File: src/rtl/multi_chan_fifo.sv
// multi_chan_fifo: NUM_CH independent first-word-fall-through FIFOs with per-channel fill level.
// Define MULTI_CHAN_FIFO_AF_EN to add the registered per-channel almost_full output.
module multi_chan_fifo #(
  parameter int NUM_CH    = 2,
  parameter int DATA_W    = 8,
  parameter int DEPTH     = 4,
  parameter int AF_THRESH = 3,
  localparam int LVL_W    = $clog2(DEPTH) + 1
) (
  input  logic                      clk,
  input  logic                      rst,
  input  logic [NUM_CH*DATA_W-1:0]  data_in,
  input  logic [NUM_CH-1:0]         data_in_vld,
  output logic [NUM_CH-1:0]         data_in_rdy,
  output logic [NUM_CH*DATA_W-1:0]  data_out,
  output logic [NUM_CH-1:0]         data_out_vld,
  input  logic [NUM_CH-1:0]         data_out_rdy,
  output logic [NUM_CH*LVL_W-1:0]   fill_level
`ifdef MULTI_CHAN_FIFO_AF_EN
  ,
  output logic [NUM_CH-1:0]         almost_full
`endif
);

  localparam int AW = LVL_W - 1;

  if (NUM_CH < 1 || DEPTH < 2 || (DEPTH & (DEPTH - 1)) != 0 ||
      AF_THRESH < 1 || AF_THRESH > DEPTH) begin : g_bad_param
    $error("multi_chan_fifo: illegal parameter combination");
  end

  // Held low for exactly one edge after reset release so producers see rdy=0 first.
  logic run_q;

  always_ff @(posedge clk or negedge rst) begin
    if (!rst) run_q <= 1'b0;
    else      run_q <= 1'b1;
  end

  for (genvar k = 0; k < NUM_CH; k++) begin : g_ch
    logic [DATA_W-1:0] mem_q [DEPTH];
    logic [LVL_W-1:0]  wr_q, wr_d, rd_q, rd_d, lvl_q, lvl_d;
    logic              full, empty, push, pop;

    // Pointers carry one extra wrap bit so full and empty are distinguishable.
    assign empty = (wr_q == rd_q);
    assign full  = (wr_q[AW] != rd_q[AW]) && (wr_q[AW-1:0] == rd_q[AW-1:0]);

    assign data_in_rdy[k]  = run_q && !full;
    assign data_out_vld[k] = !empty;
    assign data_out[k*DATA_W +: DATA_W] = empty ? '0 : mem_q[rd_q[AW-1:0]];

    assign push  = data_in_vld[k] && data_in_rdy[k];
    assign pop   = data_out_vld[k] && data_out_rdy[k];
    assign wr_d  = wr_q + LVL_W'(push);
    assign rd_d  = rd_q + LVL_W'(pop);
    assign lvl_d = wr_d - rd_d;

    always_ff @(posedge clk or negedge rst) begin
      if (!rst) begin
        wr_q  <= '0;
        rd_q  <= '0;
        lvl_q <= '0;
      end else begin
        wr_q  <= wr_d;
        rd_q  <= rd_d;
        lvl_q <= lvl_d;
      end
    end

    always_ff @(posedge clk) begin
      if (push) mem_q[wr_q[AW-1:0]] <= data_in[k*DATA_W +: DATA_W];
    end

    assign fill_level[k*LVL_W +: LVL_W] = lvl_q;

`ifdef MULTI_CHAN_FIFO_AF_EN
    logic af_q;

    always_ff @(posedge clk or negedge rst) begin
      if (!rst) af_q <= 1'b0;
      else      af_q <= (lvl_d >= LVL_W'(AF_THRESH));
    end

    assign almost_full[k] = af_q;
`endif
  end

endmodule

File: config.mk
export PLATFORM = sky130hd
export DESIGN_NAME = multi_chan_fifo
export DESIGN_NICKNAME = d
export VERILOG_FILES = /design/src/rtl/multi_chan_fifo.sv
export SDC_FILE = /design/constraint.sdc
export NUM_CORES = 1
export LEC_CHECK = 0
export ABC_AREA = 1
export CAP_MARGIN = 25
export CORE_MARGIN = 10
export CORE_UTILIZATION = 55
export DETAILED_ROUTE_END_ITERATION = 10
export PLACE_DENSITY_LB_ADDON = 0.12
export SYNTH_ARGS = -nofsm -noshare
export SYNTH_HDL_FRONTEND = slang
export SYNTH_SLANG_ARGS = --single-unit
File: constraint.sdc
create_clock -name clk -period 2.9 [get_ports clk]
set_input_delay 0.87 -clock clk [delete_from_list [all_inputs] [get_ports clk]]
set_output_delay 0.87 -clock clk [all_outputs]
set_load 0.05 [all_outputs]
==> impl_metrics.yaml, run 1 <==
status:
  status: "finished clean"
worst_setup_path:
  worstPathArrival_ns: 1.83
  crit_slowest_cell: "dfrtp_1"
  path_cells: "inv_4, nand2_1, nand2_2, nand4_4, buf_4, nand2_1, inv_1, buf_12"
  path_max_fanout: 17
  critPathMaxStageDelay_ns: 0.50
  timing.critical_path.mode_cell: "nand2_1"
  worst-endpoint-required_ns: 2.03
  cp-end-kind: "output port"
  path_class: "reg -> out"
  start_kind: "flip-flop"
global_route:
  grt_use_total_pct: 13.7
  antenna_found_initial: 0
  grt_pass1_wl_mm: 10.9
  grt.overflow.total: 0
  grt_max_degree: 20
  grt_pass1_vias: 2314
timing:
  hold_viol: 0
  rsz0062_at_grt: "false"
  slew_viol_final: 0
  finClkSkew_ns: 0.00683
  worst_pin_slew_ns: 0.520
  slew_headroom_pct: 65.2
  fin_crit_ns: 2.70
  fmax_mhz: 371
  tns_ns: 0
  report.final.setup_viol: 0
  period_share_pct: 93.0
logic_synthesis:
  synth.net_count: 355
  synth_top_area_share_pct: 52.7
  synth_area_sq_um: 3650
  yosysSeqAreaShare_pct: 65.7
  synth_cell_types: 21
  synthCells: 321
  synth-seq-cells: 83
  yosys_warnings: 0
  synth_area_leaders: "edfxtp_1, dfrtp_1, nor2_1"
  yosys.area.top_type: "edfxtp_1"
  syn_area_per_cell_sq_um: 11.4
finish:
  n_fill_cell: 426
  drive_above_1_share_pct: 15.6
  multi_input_area_sq_um: 985
  regArea_sq_um: 2400
  nets: 420
  diodes: 0
  area_delta_synth_final_pct: 26.9
floorplan:
  core_sq_um: 6390
  floorplan.initialDensity_pct: 57.2
  num_rows: 29
  num_io_pins: 48
  die_x_microns: 101
  die_y_microns: 101
  die_area_sq_um: 10300
route:
  wl_per_cell_microns: 14.1
  drtIter0Drc: 118
  drc_errors: 0
  routed_wirelength_mm: 6.61
  drt_first_pass_iters: 4
  vias: 2371
  ant_nets: 0
  routed_via_density: 5.07
clocking:
  cts_resized: 0
  path_clk_slew_ns: 0.08
  postCtsSetupBuffers: 0
  cts_max_path_buffers: 2
  htreeDepth: 3
  cts_tree: "done"
  cts-hold-fix-buffers: 0
  clk_latency_ns: 0.34
  cts_made_buffers: 9
  clkSinkCount: 83
  clockRootBuffer: "clkbuf_8"
placement:
  dpl.hpwl_mm: 4.64
  portBuffers: 47
  gp_congestion: 0.785
min_path:
  hold_class: "reg -> reg"
job:
  maxCapViolations: 0
-- cell usage in the layout (no fill, tap or decap), types with 9 or more instances in the layout --
cell / count
buf_12: 18
buf_4: 19
clkbuf_8: 9
clkdlybuf4s50_1: 27
dfrtp_1: 19
edfxtp_1: 64
ha_1: 10
inv_1: 43
nand2_1: 51
nor2_1: 56
o21ai_0: 39
o21ai_1: 9
-- logic make-up after synthesis --
family,after synthesis,share of synthesized area [%]
AND/OR/NAND/NOR,114,13.4
XOR/XNOR,8,2.33
AO/OA/AOI/OAI,48,6.58
flip-flops,83,65.7
buffers and inverters,55,7.34
other,1,0.103
adder cells (fa/ha/maj),12,4.53
-- cell usage after synthesis, drive strengths merged --
| cell | count |
|---|---|
| edfxtp | 64 |
| nor2 | 56 |
| nand2 | 52 |
| o21ai | 48 |
| inv | 45 |
| dfrtp | 19 |
| buf | 10 |
| ha | 10 |
| xnor2 | 6 |
| nand3 | 4 |
| fa | 2 |
| nand4 | 2 |
| xor2 | 2 |
| conb | 1 |
-- per-stage QoR --
step | cells | hold WS [ns] | instance area (sq um) | utilization (%) | worst slack (ns)
after floorplan | 321 | 0.522 | 3650 | - | 0.405
after global placement | 452 | 0.566 | 4420 | 69.3 | 0.153
after detailed placement | 452 | 0.563 | 4420 | 69.3 | 0.108
after CTS | 468 | 0.587 | 4630 | 72.5 | 0.168
after global routing | 468 | 0.622 | 4630 | 72.5 | 0.0600
final | 468 | 0.585 | 4630 | 72.5 | 0.202
-- path summary, 6_finish.rpt --
kind | startpoint | endpoint | slack [ns] | depth (start not counted)
worst max-delay path | g_ch[1].rd_q[0] | data_out[14] | 0.20 | 8
worst min-delay path | g_ch[0].wr_q[2] | g_ch[0].wr_q[2] | 0.59 | 2
worst max register to register | g_ch[1].rd_q[0] | g_ch[1].lvl_q[2] | 0.40 | 12
worst min register to register | g_ch[0].wr_q[2] | g_ch[0].wr_q[2] | 0.59 | 2
max in group asynchronous | rst | g_ch[1].rd_q[0] | 1.85 | 2
min in group asynchronous | rst | g_ch[0].lvl_q[1] | 0.84 | 2
-- state kept, by name (all words and copies together) (netlist names) --
register	count
g_ch.wr_q	6
run_q	1
g_ch.rd_q	6
g_ch.lvl_q	6
g_ch.mem_q	64
-- layout make-up --
cell class / count / share of cell area, %
clock buffers: 10 / 2.76
clock inverters: 6 / 1.73
inverters: 45 / 3.70
multi-input cells: 183 / 21.3
flip-flops and latches: 83 / 51.8
well taps: 77 / 2.08
repair buffers: 64 / 16.7
-- worst max-delay path: cells and delay by family, from the launching register on --
kind	cells	cell delay, ns
buf+inv	4	0.62
flops	1	0.50
simple gates	4	0.36
-- metal layers --
metal	wire length, microns	global-route usage, %
met5	0	0
met4	115	7.61
met3	398	4.08
met2	3290	21.7
met1	2810	16.3
Power of run 1 is not shown: default switching activity piles up to over one toggle a cycle in this logic, so the estimate is an artifact.
==> inputs of run 2 (changes only) <==
- REMOVE_ABC_BUFFERS: unset -> 1
- SETUP_SLACK_MARGIN: unset -> 0.4
==> run 2 against run 1 <==
Net effect:
- sequential cell count did not move
- core utilization grew 6.1 points
- non-clock buffer count is 13 higher
- maximum frequency increased by 7.0%
- highest routed layer unchanged
==> impl_metrics.yaml, run 2 (synthesis gave the netlist of run 1 again) <==
placement:
  dpl.hpwl_mm: 4.48
  gp_congestion: 0.772
  portBuffers: 47
  place_inst: 452
  place_area_sq_um: 4420
  dp_slack_ns: 0.0970
global_route:
  grt_util_met2_pct: 23.4
  grt_use_total_pct: 13.6
  met1_usage_pct: 14.7
  grt_busiest_layer: "met2"
  antenna_found_initial: 0
  grt_max_degree: 20
  grt_pass1_wl_mm: 10.8
  met3_usage_pct: 4.36
  grt.overflow.total: 0
  grt_pass1_vias: 2396
finish:
  largest_reg_flops: 64
  final_common_cell: "edfxtp_1"
  area_delta_synth_final_pct: 37.6
  fin_cells: 481
  n_fill_cell: 376
  multi_input_area_sq_um: 1150
  finish.instance_area_sq_um: 5020
  diodes: 0
  drive_above_1_share_pct: 31.2
  nets: 433
  regArea_sq_um: 2400
  layout_common_cells: "edfxtp_1, nand2_1, nor2_1"
worst_setup_path:
  start_kind: "flip-flop"
  critPathMaxStageDelay_ns: 0.53
  crit_slowest_cell: "dfrtp_2"
  worstPathArrival_ns: 1.65
  cp_top_family: "flip-flops"
  worst-endpoint-required_ns: 2.03
  path_cells: "buf_12, nor2_4, nor2_1, o21ai_1, o21ai_1, nand2_1, inv_2, buf_12"
  path_class: "reg -> out"
  path_max_fanout: 7
  cp-end-kind: "output port"
  crit_buf_inv: 3
floorplan:
  core_sq_um: 6390
  die_x_microns: 101
  die_y_microns: 101
  floorplan.initialDensity_pct: 57.2
  num_rows: 29
  die_area_sq_um: 10300
  num_io_pins: 48
timing:
  rsz0062_at_grt: "true"
  worst_pin_slew_ns: 0.510
  slew_headroom_pct: 65.9
  tns_ns: 0
  finClkSkew_ns: 0.00729
  fin_crit_ns: 2.52
  hold_viol: 0
  fmax_mhz: 396
  slew_viol_final: 0
  report.final.setup_viol: 0
  period_share_pct: 87.0
  setup_ws_ns: 0.378
clocking:
  cts_made_buffers: 9
  htreeDepth: 3
  clockRootBuffer: "clkbuf_8"
  cts-hold-fix-buffers: 0
  path_clk_slew_ns: 0.08
  clk_latency_ns: 0.34
  cts_max_path_buffers: 2
  cts_tree: "done"
  clkSinkCount: 83
route:
  drt_first_pass_iters: 4
  routed_wirelength_mm: 7.14
  drtIter0Drc: 109
  ant_nets: 0
  drc_errors: 0
  wl_per_cell_microns: 14.8
  routed_via_density: 5.04
  vias: 2424
job:
  maxCapViolations: 0
min_path:
  hold_class: "reg -> reg"
status:
  status: "finished clean"
[run 2: per-stage QoR]
step                      hold slack, ns  util, %
final                              0.585     78.6
after floorplan                    0.525        -
after detailed placement           0.568     69.3
after global routing               0.621     78.6
after global placement             0.567     69.3
after CTS                          0.592     74.4
[run 2: area by class of cell]
cell class	count	area share (%)
multi-input combinational	183	22.9
sequential	83	47.8
inverter	45	3.66
clock buffer	13	3.39
clock inverter	3	0.872
timing repair buffer	77	19.4
tap	77	1.92
[run 2: path summary, 6_finish.rpt]
kind	startpoint	to	slack (ns)	cells after the start
worst min-delay path	g_ch[1].wr_q[2]	g_ch[1].wr_q[2]	0.59	2
worst min register to register	g_ch[1].wr_q[2]	g_ch[1].wr_q[2]	0.59	2
max in group asynchronous	rst	g_ch[1].rd_q[0]	1.83	2
worst max-delay path	g_ch[0].rd_q[0]	data_out[5]	0.38	8
min in group asynchronous	rst	g_ch[0].rd_q[2]	0.85	2
worst max register to register	g_ch[0].rd_q[0]	g_ch[0].lvl_q[2]	0.52	11
[run 2: worst reg2reg max path: stages, from the launching register on]
cell and delay (ns):
dfrtp_2 0.52, xnor2_4 0.22, buf_4 0.14, nand3_2 0.07, nand3_2 0.09, inv_1 0.05, ha_1 0.18, ha_1 0.32
fa_2 0.42, xor2_1 0.17, nand2_1 0.06, nand2_1 0.04
[run 2: metal layers]
metal	routed length (microns)	part of all wire, %	up-vias
met5	0	0	-
met4	83	1.2	0
met3	471	6.6	6
met2	3880	54	54
met1	2710	38	1160
li1	-	-	1204
[run 2: timing repair]
action | in CTS | in global routing
endpoints found under the setup margin | 16 | 19
gates cloned | 1 | 2
gates resized for setup | 24 | 82
setup buffers | 7 | 3
pin swaps | 5 | 22
Power of run 2 is left out for the same reason.
